[src/rtl/bft_leaf_port_pkg.sv]
// Shared constants and types for the BFT leaf port and its FIFOs.
package bft_leaf_port_pkg;

    // Width of the saturating bounce counter.
    localparam int BOUNCE_CNT_W = 16;

    // Outcome of one cycle's look at the switch leaf output.
    typedef enum logic [1:0] {
        ARR_NONE    = 2'd0,
        ARR_DELIVER = 2'd1,
        ARR_BOUNCE  = 2'd2
    } arrival_e;

    // Packet field positions for the layout {valid, dest_addr, payload}.
    function automatic int unsigned pkt_valid_idx(input int unsigned a_sz,
                                                  input int unsigned payload_sz);
        return a_sz + payload_sz;
    endfunction

    function automatic int unsigned pkt_addr_lsb(input int unsigned payload_sz);
        return payload_sz;
    endfunction

endpackage

[src/rtl/bft_sync_fifo.sv]
// Show-ahead synchronous FIFO with a registered occupancy count.
// depth must be a power of two so the pointers wrap naturally.
module bft_sync_fifo
    import bft_leaf_port_pkg::*;
#(
    parameter int width = 8,
    parameter int depth = 4
) (
    input  logic                     clk,
    input  logic                     reset,
    input  logic                     push,
    input  logic                     pop,
    input  logic [width-1:0]         din,
    output logic [width-1:0]         dout,
    output logic                     full,
    output logic                     empty,
    output logic [$clog2(depth):0]   count
);

    localparam int PW = $clog2(depth);
    localparam logic [PW:0] DEPTH_C = (PW+1)'(depth);

    logic [width-1:0] mem_q [depth];
    logic [PW-1:0]    wr_q;
    logic [PW-1:0]    rd_q;
    logic [PW:0]      cnt_q;
    logic             do_push;
    logic             do_pop;

    assign full    = (cnt_q == DEPTH_C);
    assign empty   = (cnt_q == '0);
    assign count   = cnt_q;
    assign dout    = mem_q[rd_q];
    assign do_push = push && !full;
    assign do_pop  = pop && !empty;

    // Storage array; contents need no reset since the count gates visibility.
    always_ff @(posedge clk) begin
        if (do_push) begin
            mem_q[wr_q] <= din;
        end
    end

    // Pointers and occupancy count.
    always_ff @(posedge clk) begin
        if (!reset) begin
            wr_q  <= '0;
            rd_q  <= '0;
            cnt_q <= '0;
        end else begin
            if (do_push) begin
                wr_q <= wr_q + 1'b1;
            end
            if (do_pop) begin
                rd_q <= rd_q + 1'b1;
            end
            case ({do_push, do_pop})
                2'b10:   cnt_q <= cnt_q + 1'b1;
                2'b01:   cnt_q <= cnt_q - 1'b1;
                default: cnt_q <= cnt_q;
            endcase
        end
    end

endmodule

[src/rtl/bft_leaf_port.sv]
// Leaf-side network interface for the bufferless deflection BFT.
// Buffers PE injections, delivers arrivals for this leaf, and re-injects
// misrouted or unacceptable arrivals ahead of any new injection.
module bft_leaf_port
    import bft_leaf_port_pkg::*;
#(
    parameter int num_leaves = 2,
    parameter int payload_sz = 1,
    parameter int addr       = 0,
    parameter int p_sz       = 1 + $clog2(num_leaves) + payload_sz,
    parameter int fifo_depth = 4
) (
    input  logic                          clk,
    input  logic                          reset,
    input  logic                          tx_valid,
    output logic                          tx_ready,
    input  logic [$clog2(num_leaves)-1:0] tx_addr,
    input  logic [payload_sz-1:0]         tx_payload,
    output logic                          rx_valid,
    input  logic                          rx_ready,
    output logic [payload_sz-1:0]         rx_payload,
    input  logic [p_sz-1:0]               bus_i,
    output logic [p_sz-1:0]               bus_o,
    output logic [BOUNCE_CNT_W-1:0]       bounce_cnt
);

    localparam int a_sz  = $clog2(num_leaves);
    localparam int CW    = $clog2(fifo_depth) + 1;
    localparam int TXW   = a_sz + payload_sz;
    localparam int V_IDX = int'(pkt_valid_idx(a_sz, payload_sz));
    localparam int A_LSB = int'(pkt_addr_lsb(payload_sz));

    localparam logic [a_sz-1:0] MY_ADDR = a_sz'(addr);
    localparam logic [CW-1:0]   DEPTH_C = CW'(fifo_depth);

    logic [TXW-1:0]          tx_head;
    logic                    tx_full;
    logic                    tx_empty;
    logic [CW-1:0]           tx_count;
    logic                    tx_pop;
    logic                    rx_full;
    logic                    rx_empty;
    logic [CW-1:0]           rx_count;
    logic                    rx_push;

    logic                    in_valid;
    logic [a_sz-1:0]         in_dest;
    logic [payload_sz-1:0]   in_payload;
    arrival_e                arr;

    logic [p_sz-1:0]         bus_q;
    logic [p_sz-1:0]         bus_d;
    logic [BOUNCE_CNT_W-1:0] bcnt_q;
    logic [BOUNCE_CNT_W-1:0] bcnt_d;

    assign in_valid   = bus_i[V_IDX];
    assign in_dest    = bus_i[A_LSB +: a_sz];
    assign in_payload = bus_i[payload_sz-1:0];

    assign tx_ready   = (tx_count != DEPTH_C);
    assign rx_valid   = !rx_empty;
    assign rx_push    = (arr == ARR_DELIVER);
    assign tx_pop     = (arr != ARR_BOUNCE) && !tx_empty;
    assign bus_o      = bus_q;
    assign bounce_cnt = bcnt_q;

    bft_sync_fifo #(
        .width (TXW),
        .depth (fifo_depth)
    ) u_tx_fifo (
        .clk   (clk),
        .reset (reset),
        .push  (tx_valid && tx_ready),
        .pop   (tx_pop),
        .din   ({tx_addr, tx_payload}),
        .dout  (tx_head),
        .full  (tx_full),
        .empty (tx_empty),
        .count (tx_count)
    );

    bft_sync_fifo #(
        .width (payload_sz),
        .depth (fifo_depth)
    ) u_rx_fifo (
        .clk   (clk),
        .reset (reset),
        .push  (rx_push),
        .pop   (rx_ready),
        .din   (in_payload),
        .dout  (rx_payload),
        .full  (rx_full),
        .empty (rx_empty),
        .count (rx_count)
    );

    // Classify the arrival; a same-cycle RX pop never makes room for it.
    always_comb begin
        arr = ARR_NONE;
        if (in_valid) begin
            if ((in_dest == MY_ADDR) && (rx_count < DEPTH_C)) begin
                arr = ARR_DELIVER;
            end else begin
                arr = ARR_BOUNCE;
            end
        end
    end

    // Next bus word: bounce first, then TX head, else idle; bounce counter saturates.
    always_comb begin
        bus_d  = '0;
        bcnt_d = bcnt_q;
        if (arr == ARR_BOUNCE) begin
            bus_d = bus_i;
            if (bcnt_q != '1) begin
                bcnt_d = bcnt_q + 1'b1;
            end
        end else if (!tx_empty) begin
            bus_d = p_sz'({1'b1, tx_head});
        end
    end

    // Output register and bounce counter.
    always_ff @(posedge clk) begin
        if (!reset) begin
            bus_q  <= '0;
            bcnt_q <= '0;
        end else begin
            bus_q  <= bus_d;
            bcnt_q <= bcnt_d;
        end
    end

    // The FIFO full flags must agree with the counts used for flow control.
    a_full_consistent: assert property (@(posedge clk) disable iff (!reset)
        (tx_full == (tx_count == DEPTH_C)) && (rx_full == (rx_count == DEPTH_C)));

endmodule

[config.mk]
export PLATFORM = sky130hd
export DESIGN_NAME = bft_leaf_port
export DESIGN_NICKNAME = d
export VERILOG_FILES = /design/src/rtl/bft_leaf_port_pkg.sv /design/src/rtl/bft_sync_fifo.sv /design/src/rtl/bft_leaf_port.sv
export SDC_FILE = /design/constraint.sdc
export NUM_CORES = 1
export LEC_CHECK = 0
export CAP_MARGIN = 20
export CORE_ASPECT_RATIO = 1.25
export CORE_MARGIN = 2
export CORE_UTILIZATION = 50
export CTS_CLUSTER_DIAMETER = 120
export CTS_CLUSTER_SIZE = 20
export DETAILED_ROUTE_END_ITERATION = 6
export GPL_ROUTABILITY_DRIVEN = 0
export HOLD_SLACK_MARGIN = 0.15
export PLACE_DENSITY = 0.77
export SLEW_MARGIN = 20
export SYNTH_ARGS = -nofsm -noshare
export SYNTH_HDL_FRONTEND = slang
export SYNTH_SLANG_ARGS = --single-unit
[constraint.sdc]
create_clock -name clk -period 4.8 [get_ports clk]
set_input_delay 0.48 -clock clk [delete_from_list [all_inputs] [get_ports clk]]
set_output_delay 0.48 -clock clk [all_outputs]
set_load 0.05 [all_outputs]
==> summary.txt <==
Outcome
  – Outcome: completed

Cells and area
  – Commonest non-fill, non-tap cells in the layout: dfxtp_1, clkdlybuf4s50_1, nor2_1
  – Final nets: 279
  – Share of layout cells above drive strength 1: 0.0465
  – Diodes inserted: 0
  – Layout area overhead: 19.0%
  – Commonest non-fill, non-tap cell in the layout: dfxtp_1

Hold path
  – HP Class: flip-flop to flip-flop
  – Hold Path End: u_tx_fifo.wr_q[1]
  – Hold depth: 2
  – Worst Hold Launch: u_tx_fifo.wr_q[1]

Timing
  – Fin. max-slew vios: 0
  – Fin crit share: 0.532
  – Setup_tns: 0 ns
  – Worst hold margin: 0.511 ns
  – Hold Vio Cnt, Final: 0
  – RSZ-0062 raised after global routing: no
  – Fmax: 391 MHz
  – Tightest Pin Transition: 0.930 ns
  – Setup-failing EPs final: 0
  – Layout Skew: 0.00822 ns
  – Slew HR: 0.379
  – Post-layout minimum cycle time: 2.56 ns

Detailed routing
  – Residual DRC: 0
  – Vias: 1,765
  – DR WL/cell: 13.8 um
  – Routed WL: 4350 um
  – Routed vias/inst: 5.59
  – Antenna-violating nets left: 0
  – First drt pass iteration count: 4
  – DRT iter0 DRCs: 97

Flow run
  – Max-cap viol count: 0

Setup path
  – Critical-path top delay cell: clkdlybuf4s50_1
  – Worst EP arrival: 2.77 ns
  – Worst-path fanout max: 6
  – RR Endpoint: u_tx_fifo.count[2]
  – Crit path capture type: flip-flop
  – Critical Path, Cell by Cell: clkdlybuf4s50_1, o21a_1, nor2_1, ha_1, inv_1, fa_1, xor2_1, or3_1, a21oi_1
  – Worst path required time: 5.02 ns
  – Reg2reg start: u_tx_fifo.count[2]
  – Setup slack, reg-to-reg: 2.35 ns
  – Startpoint Class: input pin
  – Crit path largest cell delay: 0.46 ns
  – Crit Path Category: input pin to flip-flop
  – Reg2Reg Depth: 9

Clock tree
  – TritonCTS clock tree: built
  – Worst-Skew Late Latency: 0.30 ns
  – Hold Buf Count CTS: 0
  – H-tree lvl count: 2
  – Total CTS buffers: 5
  – TritonCTS Sinks: 49
  – Post-CTS Resized: 0
  – Post-CTS Setup Repair Bufs: 0
  – CTS root buffer: clkbuf_8
  – Worst-path clk slew: 0.08 ns
  – CTS Buffer Depth: 2

Floorplanning
  – Die height: 79.4 um
  – Die width: 64.3 um
  – Site row count: 27
  – # IOs: 31
  – Core area: 4390 um^2
  – DIE AREA: 5110 um^2
  – Starting Density: 0.518

Global route
  – Global Route Usage Sum: 0.188
  – Largest net degree at the start of global routing: 30
  – GRT overflow: 0
  – Initial antenna violation count: 0
  – Vias in the first global route: 1,623
  – First-pass GRT wire length: 7490 um

Yosys
  – Post-Syn Instances: 226
  – EDFF count, synth: 12
  – Unique masters post-synth: 43
  – Mean Syn Cell Area: 10.1 um^2
  – Syn Nets: 248
  – Ys async rst share: 0
  – Ys Warns: 0
  – Register area share after synthesis: 0.484
  – FF+latch count, synth: 49
  – Top_reg_cell synth: dfxtp_1
  – Syn Std Cell Area: 2270 um^2

Placed design
  – # port buffers: 30
  – DP HPWL: 3020 um

Power
  – Static Leak: 0.930 nW
  – Pwr/cell area: 425 nW/um^2
  – Peak supply drop: 0.000289 V
registers in the layout, indices dropped and copies added, names as in the netlist, 3 cells and up, named ones only:
name and cells:
bus_o 3, u_rx_fifo.mem_q 4, u_tx_fifo.mem_q 8, bounce_cnt 16, u_rx_fifo.count 3, u_tx_fifo.count 3
metrics by stage:
stage                     setup WS (ns)  cell area, um^2  power [mW]   util  cells
after floorplan                    2.27             2270       0.825      -    226
after global placement             2.01             2630       0.918  0.598    308
after detailed placement           1.93             2630       0.927  0.598    308
after CTS                          2.26             2710        1.16  0.617    316
after global routing               2.10             2710        1.23  0.617    316
final                              2.24             2710        1.15  0.617    316
cells by family after synthesis:
logic type	share of synthesized area
AND/OR/NAND/NOR	0.213
XOR/XNOR	0.0385
adder cells (fa/ha/maj)	0.0781
flip-flops	0.484
multiplexers	0.0473
AO/OA/AOI/OAI	0.103
buffers and inverters	0.0352
layer usage:
metal | part of all wire | global-route usage | vias up
met5 | 0 | 0 | -
met4 | 0.014 | 0.0638 | 0
met3 | 0.036 | 0.0465 | 5
met2 | 0.50 | 0.319 | 38
met1 | 0.45 | 0.233 | 849
li1 | - | - | 873
power breakdown:
group          total, mW  internal, mW  leakage [nW]  switching, mW
sequential         0.534         0.488         0.411         0.0460
clock              0.232         0.104        0.0395          0.129
combinational      0.386         0.157         0.480          0.229
synthesized netlist by cell type, drive strengths merged (5+ instances only):
library cell  number  area, um^2
xnor2              5        43.8
o21ai              6        30.0
or4                7        52.6
ha                11         138
nand3              9        50.1
or3                7        48.8
and2               5        31.3
and3               5        31.3
inv               14        52.6
edfxtp            12         360
clkbuf             5        18.8
xor2               5        43.8
nor2              22        82.6
a21oi             16        80.1
nand2             13        48.8
dfxtp             37         741
o31ai              5        37.5
nand4              6        43.8
worst max-delay path: cells and delay by family:
| kind | cells | cell delay [ns] |
|---|---|---|
| adders and majority gates | 2 | 0.61 |
| and+or+nand+nor | 2 | 0.58 |
| buffers and inverters | 2 | 0.52 |
| AOI/OAI and AO/OA | 2 | 0.43 |
| xor gates and xnor gates | 1 | 0.16 |
worst max-delay path by stage:
stage,startpoint,endpoint,depth (start not counted)
after floorplan,u_tx_fifo.count[0],u_tx_fifo.count[2],9
after global placement,bus_i[2],u_rx_fifo.count[2],9
after detailed placement,bus_i[1],u_tx_fifo.count[2],9
after CTS,bus_i[1],u_tx_fifo.count[2],9
after global routing,bus_i[2],u_rx_fifo.count[2],9
final,bus_i[1],u_tx_fifo.count[2],9
area by class of cell:
cell class / count / area [um^2]
tap: 58 / 72.6
timing repair buffer: 31 / 308
sequential: 49 / 1100
clock buffer: 8 / 80.1
fill: 400 / 1680
multi-input combinational: 156 / 1090
inverter: 14 / 52.6
Power figures use the tool's default switching activity.
